==> config.mk <==
export PLATFORM = sky130hd
export DESIGN_NAME = mux_n_reg_flat
export DESIGN_NICKNAME = d
export VERILOG_FILES = /design/src/rtl/mux_n_reg_if.sv /design/src/rtl/mux_n_reg.sv /design/src/flat_wrapper.sv
export SDC_FILE = /design/constraint.sdc
export NUM_CORES = 1
export LEC_CHECK = 0
export BUFFER_PORTS_ARGS = -buffer_cell sky130_fd_sc_hd__buf_2
export CAP_MARGIN = 20
export CORE_AREA = 8 8 111 113
export CTS_CLUSTER_SIZE = 25
export DETAILED_ROUTE_END_ITERATION = 10
export DIE_AREA = 0 0 119 121
export GPL_ROUTABILITY_DRIVEN = 0
export HOLD_SLACK_MARGIN = 0.02
export PLACE_DENSITY = 0.83
export SYNTH_ARGS = -nofsm -noshare
export SYNTH_HDL_FRONTEND = slang
export SYNTH_SLANG_ARGS = --single-unit
==> constraint.sdc <==
create_clock -name clk -period 2.98 [get_ports clk]
set_input_delay 0.447 -clock clk [delete_from_list [all_inputs] [get_ports clk]]
set_output_delay 0.447 -clock clk [all_outputs]
set_load 0.05 [all_outputs]
==> src/rtl/mux_n_reg_if.sv <==
// mux_n_reg_if: handshake and data bundle for mux_n_reg.
//   master : drives in_flat, sel, mode, in_valid, out_ready (upstream/downstream side)
//   slave  : drives in_ready, out, out_valid, out_sel, sel_err (the mux block)
// in_flat packs N inputs of WIDTH bits; input k sits at [k*WIDTH +: WIDTH].
interface mux_n_reg_if #(
   parameter int WIDTH = 32,
   parameter int N     = 8
);
   localparam int SEL_W = (N > 2) ? $clog2(N) : 1;

   logic [N*WIDTH-1:0] in_flat;
   logic [SEL_W-1:0]   sel;
   logic               mode;
   logic               in_valid;
   logic               in_ready;
   logic [WIDTH-1:0]   out;
   logic               out_valid;
   logic               out_ready;
   logic [SEL_W-1:0]   out_sel;
   logic               sel_err;

   modport master (
      output in_flat, sel, mode, in_valid, out_ready,
      input  in_ready, out, out_valid, out_sel, sel_err
   );

   modport slave (
      input  in_flat, sel, mode, in_valid, out_ready,
      output in_ready, out, out_valid, out_sel, sel_err
   );
endinterface

==> src/rtl/mux_n_reg.sv <==
// mux_n_reg: N-way WIDTH-bit mux with a single registered output stage and
// valid/ready flow control on both sides.
//   clk      : rising-edge clock
//   reset_n  : asynchronous active-low reset
//   bus      : mux_n_reg_if slave modport (inputs, select, mode, handshakes,
//              registered out / out_sel / sel_err)
// mode=0 selects input sel directly; mode=1 walks an internal scan index,
// advancing once per accepted selection. An out-of-range direct select loads
// zero data and raises sel_err.
module mux_n_reg #(
   parameter int WIDTH = 32,
   parameter int N     = 8
) (
   input logic         clk,
   input logic         reset_n,
   mux_n_reg_if.slave  bus
);
   localparam int SEL_W = (N > 2) ? $clog2(N) : 1;
   localparam logic [SEL_W:0]   N_CMP = (SEL_W + 1)'(N);
   localparam logic [SEL_W-1:0] LAST  = SEL_W'(N - 1);

   logic [SEL_W-1:0] scan_idx;
   logic [SEL_W-1:0] eff_idx;
   logic             in_range;
   logic [WIDTH-1:0] sel_data;
   logic             accept;

   logic [WIDTH-1:0] out_r;
   logic             out_valid_r;
   logic [SEL_W-1:0] out_sel_r;
   logic             sel_err_r;

   assign bus.in_ready  = !out_valid_r || bus.out_ready;
   assign bus.out       = out_r;
   assign bus.out_valid = out_valid_r;
   assign bus.out_sel   = out_sel_r;
   assign bus.sel_err   = sel_err_r;

   assign accept   = bus.in_valid && bus.in_ready;
   assign eff_idx  = bus.mode ? scan_idx : bus.sel;
   assign in_range = {1'b0, eff_idx} < N_CMP;

   // Decoded select: an index matching no input leaves the data at zero,
   // which is exactly what an out-of-range select must load.
   always_comb begin
      sel_data = '0;
      for (int k = 0; k < N; k++) begin
         if (eff_idx == SEL_W'(k)) sel_data = bus.in_flat[k*WIDTH +: WIDTH];
      end
   end

   always_ff @(posedge clk or negedge reset_n) begin
      if (!reset_n) begin
         scan_idx    <= '0;
         out_r       <= '0;
         out_valid_r <= 1'b0;
         out_sel_r   <= '0;
         sel_err_r   <= 1'b0;
      end else begin
         // Leaving scan mode restarts the walk at input 0.
         if (!bus.mode) begin
            scan_idx <= '0;
         end else if (accept) begin
            scan_idx <= (scan_idx == LAST) ? '0 : scan_idx + SEL_W'(1);
         end

         if (accept) begin
            out_r       <= in_range ? sel_data : '0;
            out_sel_r   <= eff_idx;
            sel_err_r   <= !in_range;
            out_valid_r <= 1'b1;
         end else if (bus.out_ready) begin
            out_valid_r <= 1'b0;
         end
      end
   end
endmodule

==> src/flat_wrapper.sv <==
// flat-port wrapper written by rule: the top's interface ports become plain ports
module mux_n_reg_flat 
#(
   parameter int WIDTH = 32,
   parameter int N     = 8
)
  (clk, reset_n, bus_in_flat, bus_sel, bus_mode, bus_in_valid, bus_out_ready, bus_in_ready, bus_out, bus_out_valid, bus_out_sel, bus_sel_err);
  mux_n_reg_if #(.WIDTH(WIDTH), .N(N)) bus_i ();
  input logic clk;
  input logic reset_n;
  input wire logic [$bits(bus_i.in_flat)-1:0] bus_in_flat;
  input wire logic [$bits(bus_i.sel)-1:0] bus_sel;
  input wire logic [$bits(bus_i.mode)-1:0] bus_mode;
  input wire logic [$bits(bus_i.in_valid)-1:0] bus_in_valid;
  input wire logic [$bits(bus_i.out_ready)-1:0] bus_out_ready;
  output wire logic [$bits(bus_i.in_ready)-1:0] bus_in_ready;
  output wire logic [$bits(bus_i.out)-1:0] bus_out;
  output wire logic [$bits(bus_i.out_valid)-1:0] bus_out_valid;
  output wire logic [$bits(bus_i.out_sel)-1:0] bus_out_sel;
  output wire logic [$bits(bus_i.sel_err)-1:0] bus_sel_err;
  assign bus_i.in_flat = bus_in_flat;
  assign bus_i.sel = bus_sel;
  assign bus_i.mode = bus_mode;
  assign bus_i.in_valid = bus_in_valid;
  assign bus_i.out_ready = bus_out_ready;
  assign bus_in_ready = bus_i.in_ready;
  assign bus_out = bus_i.out;
  assign bus_out_valid = bus_i.out_valid;
  assign bus_out_sel = bus_i.out_sel;
  assign bus_sel_err = bus_i.sel_err;
  mux_n_reg #(.WIDTH(WIDTH), .N(N)) u_core (.clk(clk), .reset_n(reset_n), .bus(bus_i));
endmodule
### Yosys cells after proc, flatten, opt, wreduce, memory -nomap -nowiden

Index checks and enable logic that the tools add are counted.
W data, S select, Z words.

* bits in registers: 39
* output and inout bits: 38
* logic and storage cells: 33
* input bits: 264

* multiplexer cells: 14
* equality and inequality tests: 9
* add/subtract/negate cells: 1
* reduce and logical (&&, ||, !) cells: 5

Operators by type and width (number)
* $mux W32: 8
* $eq A3 B3 Y1 const B: 5
* $mux W3: 4
* $eq A3 B2 Y1 const B: 2
* $add A3 B1 Y3 const B: 1
* $eq A3 B1 Y1 const B: 1
* $logic_not A3 Y1: 1
* $mux W1: 2
* $ne A2 B1 Y1 const B: 1
* $reduce_bool A2 Y1: 1
* $logic_and A1 B1 Y1: 1
* $logic_not A1 Y1: 1
* $logic_or A1 B1 Y1: 1

### Logic depth before layout (Yosys ltp)

* depth after elaboration: 10
* mapped depth: 9
* depth with buffers taken out: 5

### Worst setup path before layout

OpenSTA, ideal clock, no wires.

* path kind: reg-to-reg
* from: reg u_core.out_valid_r, in the netlist u_core.bus.out_valid
* to: reg u_core.out_r[19], in the netlist u_core.bus.out[19]
* arrival: 2209 ps
* setup slack: 651 ps
* clock period less this slack: 2329 ps
* library setup time: 120 ps
* required time: 2860 ps
* stages on the path, launching flop included: 7
* buffers on the path: 1
* cell sequence: dfrtp_1 nand2b_1 and2_1 clkbuf_1 o21ai_0 a2111o_1 o211a_1

* longest elaborated chain between the ends: 3

Ends and longest elaborated chain
* start, declared: RTL line mux_n_reg.sv:29 `logic out_valid_r;`
* start signal, assigned: RTL line mux_n_reg.sv:56 `out_valid_r <= 1'b0;`
* start signal, assigned: RTL line mux_n_reg.sv:71 `out_valid_r <= 1'b1;`
* start signal, assigned: RTL line mux_n_reg.sv:73 `out_valid_r <= 1'b0;`
* $logic_not A1 Y1: RTL line mux_n_reg.sv:33 `assign bus.in_ready = !out_valid_r || bus.out_ready;`
* $logic_or A1 B1 Y1: RTL line mux_n_reg.sv:33
* named net bus_in_ready: RTL line flat_wrapper.sv:16 `output wire logic [$bits(bus_i.in_ready)-1:0] bus_in_ready;`
* $logic_and A1 B1 Y1: RTL line mux_n_reg.sv:39 `assign accept = bus.in_valid && bus.in_ready;`
* end signal, assigned: RTL line mux_n_reg.sv:68 `out_r <= in_range ? sel_data : '0;`
* end, declared: RTL line mux_n_reg.sv:28 `logic [WIDTH-1:0] out_r;`

The timed path passes the listed nets, and every way through them passes these cells.
A chain may end at the register's enable or synchronous reset.

### Final worst setup path

* from: reg u_core.scan_idx[0]
* to: reg u_core.out_r[4], in the netlist u_core.bus.out[4]

* longest elaborated chain between the ends: 10
* elaborated cells on any way between the ends: 17
* those cells by class: eq/ne: 7; mux: 9; reduce/logical: 1

Ends and longest elaborated chain
* start, declared: RTL line mux_n_reg.sv:22 `logic [SEL_W-1:0] scan_idx;`
* start signal, assigned: RTL line mux_n_reg.sv:64 `scan_idx <= (scan_idx == LAST) ? '0 : scan_idx + SEL_W'(1);`
* $mux W3 *: RTL line mux_n_reg.sv:40 `assign eff_idx = bus.mode ? scan_idx : bus.sel;`
* $logic_not A3 Y1: RTL line mux_n_reg.sv:48 `if (eff_idx == SEL_W'(k)) sel_data = bus.in_flat[k*WIDTH +: WIDTH];`
* $mux W32 (7 in a row): RTL line mux_n_reg.sv:48
* $mux W32 *: RTL line mux_n_reg.sv:48

Mark *: on every way between the ends. The rest lies on a longest branch, timed or not.

==> impl_metrics.ini <==
[worst_setup_path]
crit_required_ns = 3.17
crit_arrival_ns = 2.69
critical_path.max_stage_delay_ns = 0.60
cp_top_family = compound AO/OA/AOI/OAI gates
crit_type = register to register
crit_buf_inv = 0
path_cells = nand2b_1 -> a2bb2o_1 -> a22oi_1 -> o221ai_1 -> a221o_1
worstPathMaxFanout = 14
critPathSlowestCell = a2bb2o_1
rrSetupSlack_ns = 0.47
critPathLaunchType = register
cp-end-kind = register

[sta]
finalCritPeriodShare_pct = 84.1
slew-limit-headroom_pct = 32.0
fin_skew_ns = 0.00867
timing_hold_violations_final = 0
tightestPinTransition_ns = 1.02
rsz0062_at_grt = false
drv_slew = 0
setup_violations = 0
finalSetupTns_ns = 0
min_period_ns = 2.51
fmax_mhz = 399

[floorplan]
die_y_microns = 121
rows = 38
die_area_sq_um = 14400
ios = 302
start_util_pct = 43.2
die_w_microns = 119
core_sq_um = 10600

[cells_and_area]
drive_above_1_share_pct = 38.7
post-route-util_pct = 59.5
nets = 1177
n_fill_cell = 1026
area_growth_pct = 37.7
layout.cells.non_filler = 1053

[power_and_ir_drop]
p_leak_uw = 0.00300
power.density_nw_per_um2 = 359
ir_drop_v = 0.000226

[clock_tree]
cts_buffer_depth = 2
cts.sinks = 39
cts_max_level = 2
clk_latency_ns = 0.29
post_cts_buffers = 0
cts_root_buf = clkbuf_8
tritoncts = done
cts.clk_slew.worst_paths_ns = 0.09
cts_buffers = 5

[drt]
ant_nets = 0
vias_per_cell = 6.16
routed_wl_microns = 22500
dr.pass1.iters = 6
drtIter0Drc = 983
avgRoutedWirePerCell_microns = 21.3
vias = 6491
drc = 0

[yosys]
synth_top_area_share_pct = 21.3
synth_top_area_cell = dfrtp_1
synthAdderAreaFrac_pct = 0.547
synth-async-reset-ratio_pct = 100
synth_edf_count = 0
yosys.area_share.simple_pct = 20.4
synth_xor_area_share_pct = 0
yosys_warnings = 0
yosysMostFrequentCell = nand2_1
synthFlopType = dfrtp_1
syn_area_sq_um = 4580
ys_ff_latch = 39
synth_top_family_by_area = compound AO/OA/AOI/OAI gates
synth_cell_types = 49
syn-num-nets = 908
syn_area_per_cell_sq_um = 7.13
ys_seq_area_share_pct = 21.3
ys_top_cells_by_area = dfrtp_1 21%, o21ai_0 8.6%, nand2_1 8.3%, mux2i_1 7.4%, o2bb2ai_1 6.1%
syn_inst = 642
synth_compound_area_share_pct = 41.8
synth_common_cells = 101 x nand2_1, 79 x o21ai_0, 52 x nor2_1
yosys-mux-area-fraction_pct = 8.23

[place]
dp_hpwl_microns = 17200
dp.cells = 1042
port_buffers = 300

[global_routing]
grt_pass1_vias = 6332
gr-usage-all-layers_pct = 29.0
grt_pass1_wl_microns = 34100
antenna_found_initial = 2
overflow = 0
grt_start_max_net_pins = 40

[min_path]
min_path_type = input pin to register

[outcome]
status = completed

[job]
cap_violations = 0
power by group:
group	leakage (uW)	internal (uW)	switching, uW
combinational	0.00248	427	790
clock	0.0000422	165	212
sequential	0.000483	611	57.0
placed cells by master, fill, tap and decap left out, types with 3 or more instances in the layout:
| cell type | instances |
|---|---|
| buf_2 | 300 |
| nor3_1 | 15 |
| o221a_2 | 8 |
| or3_1 | 5 |
| o211ai_1 | 12 |
| nand3_1 | 3 |
| a221o_1 | 8 |
| o21ai_0 | 78 |
| nor2b_1 | 4 |
| and3_1 | 5 |
| nor2_2 | 3 |
| a221oi_1 | 16 |
| o211a_1 | 5 |
| o2bb2ai_1 | 32 |
| a2111oi_0 | 16 |
| buf_4 | 25 |
| a31oi_1 | 9 |
| and2_1 | 3 |
| nand2b_1 | 7 |
| o221ai_1 | 8 |
| nor2_1 | 49 |
| a2111o_1 | 5 |
| a22oi_1 | 14 |
| buf_12 | 3 |
| clkbuf_8 | 5 |
| mux2i_1 | 33 |
| inv_1 | 10 |
| and3b_1 | 8 |
| a21oi_1 | 51 |
| nand2_1 | 100 |
| dfrtp_1 | 39 |
metrics by stage:
stage / instance area (sq um) / setup slack (ns) / power (uW) / hold WS [ns]
after global routing: 6300 / 0.358 / 2360 / 0.378
after CTS: 6270 / 0.555 / 2250 / 0.331
after global placement: 6190 / 0.478 / 1860 / 0.463
after floorplan: 4580 / 0.651 / 1430 / 0.151
final: 6300 / 0.475 / 2260 / 0.378
after detailed placement: 6190 / 0.406 / 1870 / 0.469
cell families after synthesis:
group,after synthesis
AO/OA/AOI/OAI,276
adder cells (fa/ha/maj),2
buffers and inverters,77
flip-flops,39
multiplexers,37
other,1
AND/OR/NAND/NOR,210
final cells by class:
cell class / count / area [sq um] / share of cell area (%)
timing repair buffer: 329 / 1760 / 27.9
multi-input combinational: 526 / 3270 / 51.9
tap: 140 / 175 / 2.78
sequential: 39 / 976 / 15.5
clock inverter: 1 / 5.00 / 0.0794
inverter: 10 / 37.5 / 0.595
antenna: 1 / 2.50 / 0.0397
clock buffer: 7 / 76.3 / 1.21
worst reg2reg max path, cell delays in order (launching register included):
cell      delay (ns)
dfrtp_1         0.59
nand2b_1        0.47
a2bb2o_1        0.60
a22oi_1         0.29
o221ai_1        0.15
a221o_1         0.31
worst paths after layout:
path,from,cells after the start,end
max in group asynchronous,reset_n,3,u_core.bus.out[1]
min,bus_in_valid,2,u_core.bus.out_valid
min in group asynchronous,reset_n,2,u_core.bus.out_sel[0]
min reg2reg,u_core.bus.out_sel[2],1,u_core.bus.out_sel[2]
max reg2reg,u_core.scan_idx[0],5,u_core.bus.out[4]
max,u_core.scan_idx[0],5,u_core.bus.out[4]
routing by layer:
metal | up-vias | routed length (microns) | track usage (%)
met1 | 2970 | 8560 | 35.0
met5 | - | 10 | 0
li1 | 2963 | - | -
met4 | 2 | 775 | 11.9
met3 | 72 | 2480 | 7.21
met2 | 484 | 10700 | 48.5
registers in the layout, indices dropped and copies added, names as in the netlist:
| signal | cells |
|---|---|
| u_core.bus.out_sel | 3 |
| u_core.bus.out_valid | 1 |
| u_core.scan_idx | 3 |
| u_core.bus.out | 32 |
what timing repair did:
action,4_1_cts,5_1_grt
endpoints found under the hold margin,0,4
hold buffers,0,1
gates resized for setup,0,0
Note: power is estimated with default switching activity, not from simulation.
